File: src/rtl/rv32_pkg.sv
// Shared RV32 fetch definitions: datapath width, the NOP bubble word,
// the fetch FSM state encoding and a word-alignment helper.
package rv32_pkg;

    localparam int XLEN = 32;

    // Canonical RV32I NOP (addi x0, x0, 0) used as the bubble on inst.
    localparam logic [31:0] NOP = 32'h0000_0013;

    typedef enum logic [1:0] {
        S_IDLE = 2'd0,
        S_REQ  = 2'd1,
        S_WAIT = 2'd2
    } fetch_state_e;

    // Clear the byte-offset bits so an address points at a whole word.
    function automatic logic [XLEN-1:0] align_word(input logic [XLEN-1:0] addr);
        return addr & 32'hFFFF_FFFC;
    endfunction

endpackage

File: src/rtl/fetch_stage_if.sv
// Bundle of the fetch stage's memory, redirect and decode handshakes.
// master = fetch stage side, slave = memory/decode/branch environment side.
interface fetch_stage_if;
    import rv32_pkg::*;

    logic            imem_req_valid;
    logic            imem_req_ready;
    logic [XLEN-1:0] imem_addr;
    logic            imem_rsp_valid;
    logic [XLEN-1:0] imem_rsp_data;
    logic            redirect_valid;
    logic [XLEN-1:0] redirect_pc;
    logic [XLEN-1:0] inst;
    logic [XLEN-1:0] inst_pc;
    logic            inst_valid;
    logic            inst_ready;

    modport master (
        output imem_req_valid, imem_addr, inst, inst_pc, inst_valid,
        input  imem_req_ready, imem_rsp_valid, imem_rsp_data,
               redirect_valid, redirect_pc, inst_ready
    );

    modport slave (
        input  imem_req_valid, imem_addr, inst, inst_pc, inst_valid,
        output imem_req_ready, imem_rsp_valid, imem_rsp_data,
               redirect_valid, redirect_pc, inst_ready
    );

endinterface

File: src/rtl/fetch_pc_gen.sv
// Next-PC selection: a redirect target (word aligned) beats sequential
// advance; otherwise the PC holds.
module fetch_pc_gen
    import rv32_pkg::*;
(
    input  logic [XLEN-1:0] i_pc,
    input  logic            i_advance,
    input  logic            i_redirect,
    input  logic [XLEN-1:0] i_redirect_pc,
    output logic [XLEN-1:0] o_next_pc
);

    // Priority select of the next fetch address; +4 wraps naturally mod 2^32.
    always_comb begin
        o_next_pc = i_pc;
        if (i_redirect) begin
            o_next_pc = align_word(i_redirect_pc);
        end else if (i_advance) begin
            o_next_pc = i_pc + 32'd4;
        end else begin
            o_next_pc = i_pc;
        end
    end

endmodule

File: src/rtl/fetch_stage.sv
// Instruction fetch stage: one outstanding imem request, a single output
// register toward decode, and redirect handling that drops in-flight
// responses through a kill flag.
module fetch_stage
    import rv32_pkg::*;
#(
    parameter logic [XLEN-1:0] RESET_PC = 32'h0000_0000
)(
    input  logic          clk,
    input  logic          rst,
    fetch_stage_if.master bus
);

    fetch_state_e    r_state;
    fetch_state_e    w_state_next;
    logic            r_kill;
    logic            w_kill_next;
    logic [XLEN-1:0] r_pc;
    logic [XLEN-1:0] w_next_pc;
    logic [XLEN-1:0] r_inst;
    logic [XLEN-1:0] r_inst_pc;
    logic            r_inst_valid;
    logic            w_req_valid;
    logic            w_load;

    fetch_pc_gen u_pc_gen (
        .i_pc          (r_pc),
        .i_advance     (w_load),
        .i_redirect    (bus.redirect_valid),
        .i_redirect_pc (bus.redirect_pc),
        .o_next_pc     (w_next_pc)
    );

    // Next state, kill flag, request qualification and response-load decision.
    always_comb begin
        w_state_next = r_state;
        w_kill_next  = r_kill;
        w_req_valid  = 1'b0;
        w_load       = 1'b0;
        case (r_state)
            S_IDLE: begin
                w_state_next = S_REQ;
            end
            S_REQ: begin
                // Only request when the output register will have room for the reply.
                w_req_valid = !r_inst_valid || bus.inst_ready;
                if (w_req_valid && bus.imem_req_ready) begin
                    w_state_next = S_WAIT;
                    w_kill_next  = bus.redirect_valid;
                end else begin
                    w_state_next = S_REQ;
                end
            end
            S_WAIT: begin
                if (bus.imem_rsp_valid) begin
                    w_state_next = S_REQ;
                    w_kill_next  = 1'b0;
                    w_load       = !r_kill && !bus.redirect_valid;
                end else if (bus.redirect_valid) begin
                    w_kill_next  = 1'b1;
                end else begin
                    w_kill_next  = r_kill;
                end
            end
            default: begin
                w_state_next = S_IDLE;
                w_kill_next  = 1'b0;
            end
        endcase
    end

    // FSM state, kill flag and fetch PC registers.
    always_ff @(posedge clk or negedge rst) begin
        if (!rst) begin
            r_state <= S_IDLE;
            r_kill  <= 1'b0;
            r_pc    <= RESET_PC;
        end else begin
            r_state <= w_state_next;
            r_kill  <= w_kill_next;
            r_pc    <= w_next_pc;
        end
    end

    // Output register toward decode: redirect flush, response load, consume, or hold.
    always_ff @(posedge clk or negedge rst) begin
        if (!rst) begin
            r_inst       <= NOP;
            r_inst_pc    <= 32'h0000_0000;
            r_inst_valid <= 1'b0;
        end else if (bus.redirect_valid) begin
            r_inst       <= NOP;
            r_inst_valid <= 1'b0;
        end else if (w_load) begin
            r_inst       <= bus.imem_rsp_data;
            r_inst_pc    <= r_pc;
            r_inst_valid <= 1'b1;
        end else if (r_inst_valid && bus.inst_ready) begin
            r_inst       <= NOP;
            r_inst_valid <= 1'b0;
        end else begin
            r_inst       <= r_inst;
            r_inst_pc    <= r_inst_pc;
            r_inst_valid <= r_inst_valid;
        end
    end

    assign bus.imem_req_valid = w_req_valid;
    assign bus.imem_addr      = align_word(r_pc);
    assign bus.inst           = r_inst;
    assign bus.inst_pc        = r_inst_pc;
    assign bus.inst_valid     = r_inst_valid;

endmodule

File: src/flat_wrapper.sv
// flat-port wrapper written by rule: the top's interface ports become plain ports
module fetch_stage_flat import rv32_pkg::*;
#(
    parameter logic [XLEN-1:0] RESET_PC = 32'h0000_0000
)
  (clk, rst, bus_imem_req_valid, bus_imem_addr, bus_inst, bus_inst_pc, bus_inst_valid, bus_imem_req_ready, bus_imem_rsp_valid, bus_imem_rsp_data, bus_redirect_valid, bus_redirect_pc, bus_inst_ready);
  fetch_stage_if bus_i ();
  input  logic clk;
  input  logic rst;
  output wire logic [$bits(bus_i.imem_req_valid)-1:0] bus_imem_req_valid;
  output wire logic [$bits(bus_i.imem_addr)-1:0] bus_imem_addr;
  output wire logic [$bits(bus_i.inst)-1:0] bus_inst;
  output wire logic [$bits(bus_i.inst_pc)-1:0] bus_inst_pc;
  output wire logic [$bits(bus_i.inst_valid)-1:0] bus_inst_valid;
  input wire logic [$bits(bus_i.imem_req_ready)-1:0] bus_imem_req_ready;
  input wire logic [$bits(bus_i.imem_rsp_valid)-1:0] bus_imem_rsp_valid;
  input wire logic [$bits(bus_i.imem_rsp_data)-1:0] bus_imem_rsp_data;
  input wire logic [$bits(bus_i.redirect_valid)-1:0] bus_redirect_valid;
  input wire logic [$bits(bus_i.redirect_pc)-1:0] bus_redirect_pc;
  input wire logic [$bits(bus_i.inst_ready)-1:0] bus_inst_ready;
  assign bus_imem_req_valid = bus_i.imem_req_valid;
  assign bus_imem_addr = bus_i.imem_addr;
  assign bus_inst = bus_i.inst;
  assign bus_inst_pc = bus_i.inst_pc;
  assign bus_inst_valid = bus_i.inst_valid;
  assign bus_i.imem_req_ready = bus_imem_req_ready;
  assign bus_i.imem_rsp_valid = bus_imem_rsp_valid;
  assign bus_i.imem_rsp_data = bus_imem_rsp_data;
  assign bus_i.redirect_valid = bus_redirect_valid;
  assign bus_i.redirect_pc = bus_redirect_pc;
  assign bus_i.inst_ready = bus_inst_ready;
  fetch_stage #(.RESET_PC(RESET_PC)) u_core (.clk(clk), .rst(rst), .bus(bus_i));
endmodule
File: config.mk
export PLATFORM = sky130hd
export DESIGN_NAME = fetch_stage_flat
export DESIGN_NICKNAME = d
export VERILOG_FILES = /design/src/rtl/rv32_pkg.sv /design/src/rtl/fetch_stage_if.sv /design/src/rtl/fetch_pc_gen.sv /design/src/rtl/fetch_stage.sv /design/src/flat_wrapper.sv
export SDC_FILE = /design/constraint.sdc
export NUM_CORES = 1
export LEC_CHECK = 0
export CORE_MARGIN = 10
export CORE_UTILIZATION = 44
export CTS_CLUSTER_DIAMETER = 100
export CTS_CLUSTER_SIZE = 20
export DETAILED_ROUTE_END_ITERATION = 12
export PLACE_DENSITY = 0.81
export RECOVER_POWER = 50
export SLEW_MARGIN = 15
export SYNTH_ARGS = -nofsm -noshare
export SYNTH_HDL_FRONTEND = slang
export SYNTH_SLANG_ARGS = --single-unit
File: constraint.sdc
create_clock -name clk -period 2.5 [get_ports clk]
set_clock_uncertainty 0.15 [all_clocks]
set_input_delay 0.5 -clock clk [delete_from_list [all_inputs] [get_ports clk]]
set_output_delay 0.5 -clock clk [all_outputs]
set_load 0.01 [all_outputs]
# ---- After elaboration in Yosys (flattened, before gate mapping)
# Cells that the tools add are included.
dict set report classes {
  add_sub_neg 1
  multipliers 0
  div_mod_pow 0
  order_cmp 0
  n_eq_ne 5
  n_shift 0
  muxes 18
  n_bitwise 2
  n_reduce_logical 12
}
# cell count
set op_table {}
lappend op_table {{2-to-1 mux 32 bit} 5}
lappend op_table {{adder 32 x 3 -> 32 bit, second input constant} 1}
lappend op_table {{2-to-1 mux 1 bit} 9}
lappend op_table {{one-hot mux 2 bit (3 select lines)} 1}
lappend op_table {{2-to-1 mux 2 bit} 2}
lappend op_table {{logical AND 1 bit} 3}
lappend op_table {{zero test 1 bit} 3}
lappend op_table {{inequality test 3 bit, second input constant} 1}
lappend op_table {{one-hot mux 1 bit (3 select lines)} 1}
lappend op_table {{AND reduction 3 bit} 1}
lappend op_table {{nonzero test 3 bit} 1}
lappend op_table {{== test 2 x 1 -> 1 bit, second input constant} 1}
lappend op_table {{== test 2 bit, second input constant} 1}
lappend op_table {{zero test 2 bit} 1}
lappend op_table {{inequality test 2 x 1 -> 1 bit, second input constant} 1}
lappend op_table {{inequality test 2 bit, second input constant} 1}
lappend op_table {{inverter 1 bit} 2}
lappend op_table {{AND reduction 2 bit} 1}
lappend op_table {{nonzero test 2 bit} 1}
lappend op_table {{logical OR 1 bit} 1}
dict set report totals {
  regBits 100
  latch_bits 0
  ram_bits 0
  rom_bits 0
  in_bits 70
  out_inout_bits 98
  wordCells 44
  memories 0
}

# ---- Depth between registers and ports, before layout
dict set report logic_depth {
  word_depth 6
  mapped_depth 8
}

# ---- Modules after synthesis
# A second synthesis with hierarchy kept.
dict set report hier_totals {
  hier_cells 542
  hier_area_um2 4869.7
}
# module n_inst cells_each area_each_um2 seq_area_each_um2
set modules_own_cells {}
lappend modules_own_cells {fetch_stage 1 365 3821.2 2506.2}
lappend modules_own_cells {fetch_pc_gen 1 177 1048.5 0.0}

# ---- Worst setup path after synthesis
# Ideal clock, no wire load.
dict set report synth_timing {
  path_kind {reg-to-reg}
  startpoint {register u_core.r_state[0]}
  endpoint {register u_core.r_pc[30]}
  setup_time_ns 0.125
  t_arrival_ns 1.742
  path_slack_ns 0.483
  stages_incl_launch_ff 9
  period_less_slack_ns 2.017
  path_cell_list {dfrtp_1 inv_1 ha_1 and3b_1 buf_2 nand3_1 nor4_2 xnor2_1 mux2_2}
}
dict set report synth_between {
  elab_chain_cells 3
}
# item line
set synth_rtl {}
lappend synth_rtl {{start: declaration} fetch_stage.sv:14} ;# fetch_state_e r_state;
lappend synth_rtl {{start signal: assignment} fetch_stage.sv:79} ;# r_state <= w_state_next;
lappend synth_rtl {{== test 2 bit} fetch_stage.sv:40} ;# case (r_state)
lappend synth_rtl {{2-to-1 mux 1 bit} fetch_stage.sv:40}
lappend synth_rtl {{nonzero test 2 bit (no line)} -}
lappend synth_rtl {{end signal: assignment} fetch_stage.sv:81} ;# r_pc <= w_next_pc;
lappend synth_rtl {{end: declaration} fetch_stage.sv:18} ;# logic [XLEN-1:0] r_pc;
# Every way passes these cells.
# A chain may end at the register's enable or synchronous reset.

# ---- Worst setup path after layout
dict set report layout_timing {
  startpoint {register u_core.r_state[0]}
  endpoint {register u_core.r_pc[11]}
}
# Same word-level chain as after synthesis.

==> reports/metrics.cfg <==
[floorplanning]
die_x_um = 119
ios = 168
die_area_um2 = 14100
die_h_um = 119
start_util = 0.458
rows = 35
core-area_um2 = 9370

[drt]
drt_pre_antenna_iters = 4
drtIter0Drc = 167
via_per_inst = 5.14
routedWlPerCell_um = 17.8
drt-total-wl_um = 12900
ant_nets = 0
drc = 0
vias = 3730

[power]
p_leak_nw = 2.78
total_power_mw = 4.66
powerDensity_nw_per_um2 = 742
ir_drop_v = 0.000371

[global_routing]
grt_pass1_wl_um = 21100
grt_pass1_vias = 3964
grt_max_degree = 46
grt.overflow.total = 0
grtUsageTotal = 0.181
antenna_found_initial = 0

[timing]
hold_ws_ps = 326
hold_viol = 0
maxSlewHeadroom = 0.440
tightest_slew_ps = 839
period_needed_ps = 2260
maxSlewViolCount = 0
max_freq_mhz = 443
finalCritPeriodShare = 0.903
final.setup.tns_ps = 0
finalSetupViolCount = 0
rsz0062_at_grt = false

[critical_path]
crit_family = simple AND/OR/NAND/NOR gates
endpoint_kind = flop
critPathMaxFanout = 6
cp.arrival_ps = 2400
slowest_stage = dfrtp_1
cp.required_ps = 2640
critPathBufInv = 2
path_class = reg -> reg
start_kind = flop
crit_chain = inv_1 -> ha_1 -> and3b_1 -> clkbuf_1 -> and2_1 -> nand3_1 -> xor2_1 -> o21ai_1
cp_slowest_stage_delay_ps = 410

[clocking]
clock_latency_ps = 360
clk_pin_slew_ps = 110
cts_root_buf = clkbuf_8
cts_tree = built
htree_levels = 3
clockBufferDepth = 2
clock-sinks = 96
numCtsBuffers = 9

[run_status]
status = finished, final reports clean

[cells_and_area]
syn2layout_area_growth_pct = 46.4
finish.instance_area_um2 = 6280
final_cells = 726
layout_common_cells = clkdlybuf4s50_1 (131), nand2_1 (123), dfrtp_1 (93)
drive_above_1_share = 0.0755
fin_nets = 666
final_common_cell = clkdlybuf4s50_1

[yosys]
netlist_area_um2 = 4290
avgSynthCellArea_um2 = 10.0
ys_warn_count = 0
ys_seq_area_frac = 0.561
synthDistinctLibCells = 42
synth_cells = 427
ys_seq_elements = 96

[job]
maxCapViolations = 0

[worst_hold_path]
hold_path_class = reg -> reg

[placed_design]
routabilityCongestion = 0.837
place_area_um2 = 6090
placed_cells = 708
post-dp-hpwl_um = 9750
port_buffers = 161

## layout make-up
type / count / area (um^2)
well taps: 129 / 161
inverters: 8 / 30.0
flip-flops and latches: 96 / 2410
clock inverters: 7 / 86.3
fillers: 748 / 3090
clock buffers: 9 / 124
multi-input cells: 300 / 1750
diodes: 1 / 2.50
repair buffers: 176 / 1720
## worst paths after layout
check / to / from / cells past startpoint / slack [ps]
max in group asynchronous: u_core.bus.inst[21] / rst / 3 / 380
hold reg to reg: u_core.bus.inst_pc[18] / u_core.bus.inst_pc[18] / 2 / 330
setup reg to reg: u_core.r_pc[11] / u_core.r_state[0] / 8 / 240
min in group asynchronous: u_core.bus.inst[10] / rst / 2 / 630
setup / recovery: u_core.r_pc[11] / u_core.r_state[0] / 8 / 240
hold / removal: u_core.bus.inst_pc[18] / u_core.bus.inst_pc[18] / 2 / 330
## Yosys cell counts
library cell    n  area (um^2)
and4_1          4         35.0
buf_2           2         10.0
nand4bb_1       1         11.3
nor2_1          7         26.3
xor2_1          8         70.1
and3b_1         1         8.76
conb_1          1         3.75
nand2b_1        1         6.26
xnor2_1        20          175
a21o_1          1         7.51
nor3_1          6         30.0
buf_4           4         30.0
and3_1          2         12.5
clkbuf_1       19         71.3
nand3_2         1         10.0
nand3b_1        3         22.5
o2111a_1        1         11.3
mux2_2          1         11.3
dfstp_2         3         78.8
nand4_2         1         12.5
o21ai_0         1         5.00
inv_1           7         26.3
or3_1           1         6.26
ha_1            5         62.6
a22o_1         29          254
o22a_1          3         26.3
o22ai_1         1         6.26
nor2b_1         1         6.26
nand3_1        10         50.1
nor4_1          3         18.8
o21ai_1        33          165
and2_1          5         31.3
mux2i_1         1         10.0
dfrtp_1        93         2330
a21oi_1         3         15.0
buf_6           1         11.3
o211ai_1        1         7.51
nand4_1        11         68.8
o21a_1          1         7.51
inv_2           1         3.75
nor4_2          6         75.1
nand2_1       123          462
## tightest hold or removal path, cell delays in order (launching register included)
cell     delay, ps
dfrtp_1        340
nand2_1         50
nand2_1         60
## cell families (layout without fill, tap and decap cells)
kind of cell	after synthesis	count (layout)	share of synthesized area
multiplexers	2	2	0.00496
other	1	5	0.000874
XOR/XNOR	28	28	0.0572
buffers and inverters	34	200	0.0356
adder cells (fa/ha/maj)	5	5	0.0146
AO/OA/AOI/OAI	74	74	0.118
AND/OR/NAND/NOR	187	187	0.208
flip-flops	96	96	0.561
## layer usage
layer | global-route usage | vias to the layer above | share of wire
li1 | - | 1778 | -
met1 | 0.218 | 1802 | 0.43
met2 | 0.287 | 141 | 0.47
met3 | 0.0852 | 9 | 0.10
met4 | 0.0443 | 0 | 0.0071
met5 | 0 | - | 0
## where the power goes
group | internal [mW] | switching (mW)
registers | 1.87 | 0.229
clock network | 0.484 | 0.589
logic | 0.801 | 0.692
## state kept, by name, indices dropped and copies added (netlist names)
register,cells
u_core.bus.inst_valid,1
u_core.r_kill,1
u_core.r_state,2
u_core.bus.inst,32
u_core.r_pc,30
u_core.bus.inst_pc,30
## what timing repair did
action,in CTS,in global routing
endpoints found under the setup margin,0,1
hold buffers,1,0
buffers inserted,0,0
hold endpoints to repair,29,0
gates resized for setup,0,2
## stage by stage
step	setup WS (ps)	util
after floorplan	483	-
after detailed placement	27.4	0.650
after global placement	57.6	0.650
after CTS	24.9	0.673
after global routing	49.3	0.670
final	243	0.670
(Power assumes the default switching activity.)
